===== src/rtl/pwm_pkg.sv =====
// Shared constants and state encoding for the PWM duty calculator and generator.
package pwm_pkg;

  localparam int RESOLUTION = 16;
  localparam int MIN_PERIOD = 2;

  localparam logic [RESOLUTION-1:0] MIN_PERIOD_W = RESOLUTION'(MIN_PERIOD);
  localparam logic [RESOLUTION-1:0] ONE_W        = RESOLUTION'(1);

  typedef enum logic [1:0] {
    ST_IDLE      = 2'd0,
    ST_MUL       = 2'd1,
    ST_CLAMP     = 2'd2,
    ST_WAIT_SYNC = 2'd3
  } state_e;

endpackage


===== src/rtl/pwm_duty_calc_seq_mul.sv =====
// Unsigned shift-add multiplier, one partial product per clock, W x W -> 2W.
module seq_mul
  import pwm_pkg::*;
#(
  parameter int W = RESOLUTION
) (
  input  logic           clk_i,
  input  logic           rst_ni,
  input  logic           start_i,
  input  logic [W-1:0]   a_i,
  input  logic [W-1:0]   b_i,
  output logic           busy_o,
  output logic           done_o,
  output logic [2*W-1:0] product_o
);

  localparam int CW = $clog2(W);
  localparam logic [CW-1:0] LAST = CW'(W - 1);

  logic [2*W-1:0] a_q, a_d, acc_q, acc_d;
  logic [W-1:0]   b_q, b_d;
  logic [CW-1:0]  cnt_q, cnt_d;
  logic           busy_q, busy_d;

  always_comb begin
    a_d    = a_q;
    b_d    = b_q;
    acc_d  = acc_q;
    cnt_d  = cnt_q;
    busy_d = busy_q;
    if (start_i) begin
      a_d    = {{W{1'b0}}, a_i};
      b_d    = b_i;
      acc_d  = '0;
      cnt_d  = '0;
      busy_d = 1'b1;
    end else if (busy_q) begin
      if (b_q[0]) acc_d = acc_q + a_q;
      a_d   = a_q << 1;
      b_d   = b_q >> 1;
      cnt_d = cnt_q + 1'b1;
      if (cnt_q == LAST) busy_d = 1'b0;
    end
  end

  always_ff @(posedge clk_i or negedge rst_ni) begin
    if (!rst_ni) begin
      a_q    <= '0;
      b_q    <= '0;
      acc_q  <= '0;
      cnt_q  <= '0;
      busy_q <= 1'b0;
    end else begin
      a_q    <= a_d;
      b_q    <= b_d;
      acc_q  <= acc_d;
      cnt_q  <= cnt_d;
      busy_q <= busy_d;
    end
  end

  // done marks the final accumulation step; product_o is complete the cycle after.
  assign busy_o    = busy_q;
  assign done_o    = busy_q && (cnt_q == LAST);
  assign product_o = acc_q;

endmodule


===== src/rtl/pwm_duty_calc.sv =====
// Converts a (period, duty) request into clamped on/off tick counts and applies them atomically.
// Handshake: a request transfers in any cycle where req_valid && req_ready; req_ready is high only in IDLE.
module pwm_duty_calc
  import pwm_pkg::*;
(
  input  logic                  clkin,
  input  logic                  rst_n,
  input  logic                  req_valid,
  output logic                  req_ready,
  input  logic [RESOLUTION-1:0] req_period,
  input  logic [RESOLUTION-1:0] req_duty,
  input  logic                  sync_en,
  input  logic                  pwm_in,
  output logic [RESOLUTION-1:0] onperiod,
  output logic [RESOLUTION-1:0] offperiod,
  output logic                  force_low,
  output logic                  upd_done,
  output logic                  err
);

  state_e                  state_q, state_d;
  logic [RESOLUTION-1:0]   period_q, period_d;
  logic [RESOLUTION-1:0]   pend_on_q, pend_on_d, pend_off_q, pend_off_d;
  logic [RESOLUTION-1:0]   on_q, on_d, off_q, off_d;
  logic                    force_low_q, force_low_d;
  logic                    upd_done_q, upd_done_d;
  logic                    err_q, err_d;
  logic                    pwm_q;
  logic                    rise;

  logic                    mul_start, mul_busy, mul_done;
  logic [2*RESOLUTION-1:0] mul_product;
  logic [RESOLUTION-1:0]   high, new_on, new_off;

  seq_mul #(.W(RESOLUTION)) u_mul (
    .clk_i     (clkin),
    .rst_ni    (rst_n),
    .start_i   (mul_start),
    .a_i       (req_period),
    .b_i       (req_duty),
    .busy_o    (mul_busy),
    .done_o    (mul_done),
    .product_o (mul_product)
  );

  assign rise = pwm_in & ~pwm_q;

  // Clamping high to [1, period-1] keeps both subtractions from wrapping.
  always_comb begin
    high = mul_product[2*RESOLUTION-1:RESOLUTION];
    if (high < ONE_W) high = ONE_W;
    if (high > period_q - ONE_W) high = period_q - ONE_W;
    new_on  = high - ONE_W;
    new_off = period_q - high - ONE_W;
  end

  always_comb begin
    state_d     = state_q;
    period_d    = period_q;
    pend_on_d   = pend_on_q;
    pend_off_d  = pend_off_q;
    on_d        = on_q;
    off_d       = off_q;
    force_low_d = force_low_q;
    upd_done_d  = 1'b0;
    err_d       = 1'b0;
    mul_start   = 1'b0;
    case (state_q)
      ST_IDLE: begin
        if (req_valid && !mul_busy) begin
          if (req_period < MIN_PERIOD_W) begin
            err_d = 1'b1;
          end else if (req_duty == '0) begin
            force_low_d = 1'b1;
            upd_done_d  = 1'b1;
          end else begin
            mul_start = 1'b1;
            period_d  = req_period;
            state_d   = ST_MUL;
          end
        end
      end
      ST_MUL: begin
        if (mul_done) state_d = ST_CLAMP;
      end
      ST_CLAMP: begin
        if (!sync_en) begin
          on_d        = new_on;
          off_d       = new_off;
          force_low_d = 1'b0;
          upd_done_d  = 1'b1;
          state_d     = ST_IDLE;
        end else begin
          pend_on_d  = new_on;
          pend_off_d = new_off;
          state_d    = ST_WAIT_SYNC;
        end
      end
      ST_WAIT_SYNC: begin
        if (rise || !sync_en) begin
          on_d        = pend_on_q;
          off_d       = pend_off_q;
          force_low_d = 1'b0;
          upd_done_d  = 1'b1;
          state_d     = ST_IDLE;
        end
      end
      default: state_d = ST_IDLE;
    endcase
  end

  always_ff @(posedge clkin or negedge rst_n) begin
    if (!rst_n) begin
      state_q     <= ST_IDLE;
      period_q    <= '0;
      pend_on_q   <= '0;
      pend_off_q  <= '0;
      on_q        <= '0;
      off_q       <= '0;
      force_low_q <= 1'b1;
      upd_done_q  <= 1'b0;
      err_q       <= 1'b0;
      pwm_q       <= 1'b0;
    end else begin
      state_q     <= state_d;
      period_q    <= period_d;
      pend_on_q   <= pend_on_d;
      pend_off_q  <= pend_off_d;
      on_q        <= on_d;
      off_q       <= off_d;
      force_low_q <= force_low_d;
      upd_done_q  <= upd_done_d;
      err_q       <= err_d;
      pwm_q       <= pwm_in;
    end
  end

  assign req_ready = (state_q == ST_IDLE) && !mul_busy;
  assign onperiod  = on_q;
  assign offperiod = off_q;
  assign force_low = force_low_q;
  assign upd_done  = upd_done_q;
  assign err       = err_q;

endmodule

===== config.mk =====
export PLATFORM = sky130hd
export DESIGN_NAME = pwm_duty_calc
export DESIGN_NICKNAME = d
export VERILOG_FILES = /design/src/rtl/pwm_pkg.sv /design/src/rtl/pwm_duty_calc_seq_mul.sv /design/src/rtl/pwm_duty_calc.sv
export SDC_FILE = /design/constraint.sdc
export NUM_CORES = 1
export LEC_CHECK = 0
export ABC_AREA = 0
export CAP_MARGIN = 20
export CORE_ASPECT_RATIO = 0.6
export CORE_MARGIN = 1.5
export CORE_UTILIZATION = 54
export DETAILED_ROUTE_END_ITERATION = 16
export PLACE_DENSITY_LB_ADDON = 0.1
export SYNTH_ARGS = -nofsm -noshare
export SYNTH_HDL_FRONTEND = slang
export SYNTH_SLANG_ARGS = --single-unit

===== constraint.sdc =====
create_clock -name clkin -period 6.1 [get_ports clkin]
set_input_delay 1.22 -clock clkin [delete_from_list [all_inputs] [get_ports clkin]]
set_output_delay 1.22 -clock clkin [all_outputs]
set_load 0.05 [all_outputs]

==> flow_summary.rst <==
.. list-table::
   :header-rows: 1

   * - Metric
     - Value
   * - Run status
     - completed
   * - Clock buffer count from CTS
     - 17
   * - Post-Syn Nets
     - approximately 1.3k
   * - HPWL Detailed
     - 20.3 mm
   * - Clock insertion delay at the later pin of the skew report
     - 0.44 ns
   * - Proportion of layout cells with a drive suffix above 1
     - 11.3%
   * - Area share of the largest cell type after synthesis
     - 40.4%
   * - Setup violations, final
     - 0
   * - Drt pass-1 iters
     - 5
   * - Initial antenna violation count
     - 0
   * - Remaining design rule violation count
     - 0
   * - Initial standard-cell utilization of the core
     - 55.2%
   * - Count of flip-flops with a built-in enable after synthesis
     - 0
   * - CP Buf/Inv Count
     - 4
   * - Die area
     - 20400 um^2
   * - Crit-path most repeated cell
     - ha_1
   * - Maxcap violations
     - 0
   * - Y dimension of the die
     - 111 um
   * - Via count normalized by instance count
     - 6.00
   * - Post-place setup slack
     - 0.0415 ns
   * - TritonCTS clock tree
     - yes
   * - Critical path's largest stage delay
     - around 0.58 ns
   * - Per-instance average area after synthesis
     - between 9 and 10 um^2
   * - Number of global-route vias before repair
     - 8302
   * - Core Region
     - 19100 um^2
   * - Most instantiated library cell after synthesis
     - nand2_1
   * - Clock transition at the register clock pins on the worst setup and hold paths after CTS
     - 0.07 ns
   * - Routed length per placed instance
     - 18.9 um
   * - Total Routed Length
     - 28.6 mm
   * - Share of synthesized area occupied by flip-flops and latches
     - roughly 40%
   * - Final hold violation count
     - 0
   * - CP top delay family
     - simple AND/OR/NAND/NOR gates
   * - Final worst slack
     - 0.185 ns
   * - Flip-flop cell with the highest count after synthesis
     - dfrtp_1
   * - Total number of nets in the final design
     - 1330
   * - RePlAce Congestion
     - 0.902
   * - Number of max-slew violations in the final report
     - 0
   * - Hold Buf Count CTS
     - 0
   * - Worst Path Arrival
     - 6.24 ns
   * - Share of async-settable or async-resettable flops after synthesis
     - 100%
   * - Remaining global-route overflow
     - 0
   * - Hold wc startpoint
     - onperiod[8]
   * - Antenna-violating nets left
     - 0
   * - Area overhead of the layout relative to synthesis
     - 17.4%
   * - Ports placed on the boundary
     - 73
   * - Number of synthesis warnings
     - 0
   * - Vias after detailed routing
     - 9060
   * - Source of the worst register-to-register timing path
     - period_q[0]
   * - Area after DPL
     - around 12000 um^2
   * - Clock Tree Buf Depth
     - 2
   * - Startpoint class of the critical path
     - flip-flop
   * - Number of different library cells in the post-synthesis netlist
     - 82
   * - Post-synth top area cell
     - dfrtp_1
   * - Cell total after placement
     - 1476
   * - Sink Count
     - 171
   * - Flop and latch count out of synthesis
     - 171
   * - Count of port buffers added during placement
     - 72
   * - Top cells by area in the synthesized netlist
     - dfrtp_1 40%, nand2_1 7.2%, ha_1 7.0%, o21ai_0 3.3%, xnor2_1 3.2%
   * - Std cell rows
     - 39
   * - First-pass GRT wire length
     - roughly 46 mm
   * - Setup total negative slack
     - 0 ns
   * - Clock tree root driver cell
     - clkbuf_16
   * - Largest net degree at the start of global routing
     - 77
   * - Slew at the pin closest to its max-slew limit
     - 0.878 ns
   * - Max frequency
     - 169 MHz
   * - Finished Layout Cells
     - around 1.5k
   * - Critical path capture point type
     - flip-flop
   * - Die width
     - ~180 um
   * - Most numerous cell types in the synthesized netlist
     - 202 x nand2_1, 170 x dfrtp_1, 70 x o21ai_0
   * - Post-Route Skew
     - 0.0125 ns
   * - First element of the critical path
     - period_q[0]
   * - Synthesized instance count
     - 1169
   * - Relative slew slack
     - 41.3%
   * - Max Fanout on Critical Path
     - 5
   * - Data required time at the worst endpoint
     - 6.43 ns
   * - H-tree levels
     - 4
   * - Type of the tightest min-delay check
     - reg -> reg
   * - Final design instance area without fill
     - about 12000 um^2
   * - Ant diodes
     - 0
   * - Area of the mapped netlist
     - between 10000 and 15000 um^2
   * - Iter 0 DRT Violations
     - 811
   * - Portion of the clock cycle consumed by the worst path in the final layout
     - about 97%
   * - Final critical delay including setup and external delays
     - 5.91 ns
   * - Category of the critical setup timing path
     - reg -> reg
   * - Cell with the largest stage delay on the worst path
     - or4_4
   * - Overall fraction of global-route tracks in use
     - 29.0%
worst reg2reg max path: stages (launching register included):
cell and delay, ns:
dfrtp_1 0.45, inv_1 0.19, ha_1 0.22, nand4b_1 0.22, buf_4 0.21, xnor2_1 0.14
inv_1 0.09, ha_1 0.28, nand2_1 0.10, or4_4 0.58, a21o_4 0.23, and3_4 0.19
buf_4 0.15, nor3_2 0.16, a21oi_1 0.08, ha_1 0.37, a21oi_2 0.19, nor2b_1 0.06
o21ai_0 0.15, nand2b_1 0.11, maj3_1 0.42, a221oi_4 0.38, o41ai_4 0.17, nand3_2 0.16
xnor2_1 0.16, a2bb2oi_1 0.09, mux2_2 0.27
path summary, 6_finish.rpt:
kind                                       end  slack (ns)  depth (start not counted)
setup / recovery                 offperiod[11]        0.19                         26
hold / removal                     onperiod[8]        0.48                          1
setup reg to reg                 offperiod[11]        0.19                         26
hold reg to reg                    onperiod[8]        0.48                          1
max in group asynchronous        pend_off_q[9]        4.12                          2
min in group asynchronous  u_mul.product_o[19]        0.82                          1
kinds of logic after synthesis:
| logic type | after synthesis | synth area share [%] |
|---|---|---|
| flip-flops | 171 | 40.7 |
| buffers and inverters | 106 | 3.97 |
| multiplexers | 34 | 3.37 |
| XOR/XNOR | 67 | 5.57 |
| AO/OA/AOI/OAI | 313 | 20.5 |
| adder cells (fa/ha/maj) | 64 | 7.68 |
| AND/OR/NAND/NOR | 414 | 18.3 |
area by class of cell:
class | instances | area, um^2
flip-flops and latches | 171 | 4280
clock buffers | 18 | 429
fillers | 1629 | 6720
repair buffers | 116 | 1060
well taps | 266 | 333
clock inverters | 13 | 156
inverters | 34 | 128
multi-input cells | 892 | 5960
state kept, by name (all words and copies together), names as in the netlist:
| register | cells |
|---|---|
| err | 1 |
| force_low | 1 |
| offperiod | 16 |
| onperiod | 16 |
| pend_off_q | 16 |
| pend_on_q | 16 |
| period_q | 16 |
| pwm_q | 1 |
| state_q | 2 |
| u_mul.a_q | 32 |
| u_mul.b_q | 16 |
| u_mul.busy_o | 1 |
| u_mul.cnt_q | 4 |
| u_mul.product_o | 32 |
| upd_done | 1 |
routing by layer:
metal  vias up  track usage (%)  share of wire (%)
li1       4306                -                  -
met1      4437             47.9                 52
met2       300             38.4                 40
met3        17             5.72                6.6
met4         0             5.74               0.73
met5         -                0                  0
per-stage QoR:
| stage | hold WS (ns) | util, % |
|---|---|---|
| 6_report | 0.476 | 64.8 |
| 5_1_grt | 0.492 | 64.8 |
| 4_1_cts | 0.480 | 64.1 |
| 3_5_place_dp | 0.464 | 61.0 |
| 2_1_floorplan | 0.444 | - |
| 3_3_place_gp | 0.458 | 61.0 |
layout by cell type, fill, tap and decap left out, types with 5 or more instances in the layout:
cell type	count
nor2_1	64
mux2_2	12
nor3b_1	5
o31ai_1	9
o21bai_1	11
a211oi_1	9
and2_1	11
and3_1	7
xnor2_1	37
a221oi_1	14
mux2i_1	22
clkbuf_16	17
o21a_1	6
dfrtp_1	167
nor3_1	23
nand2b_1	7
ha_1	59
nand4_1	9
nand3_1	25
buf_4	43
nand2_1	200
o22ai_1	25
a31oi_1	7
a21o_1	37
a21oi_1	53
a22oi_1	26
nor3_2	8
o21ai_1	5
o21ai_0	70
xor2_1	28
nor4_1	14
or3_1	5
inv_1	33
clkdlybuf4s50_1	71
timing repair:
item                                   CTS  global route
setup endpoints to repair                0            16
endpoints found under the hold margin    0             0
resized for setup                        0            18
setup buffers                            0             2
Power is left out: the tool's default activity adds up to more than one toggle a clock period on the data nets, which glitch-free logic cannot reach.
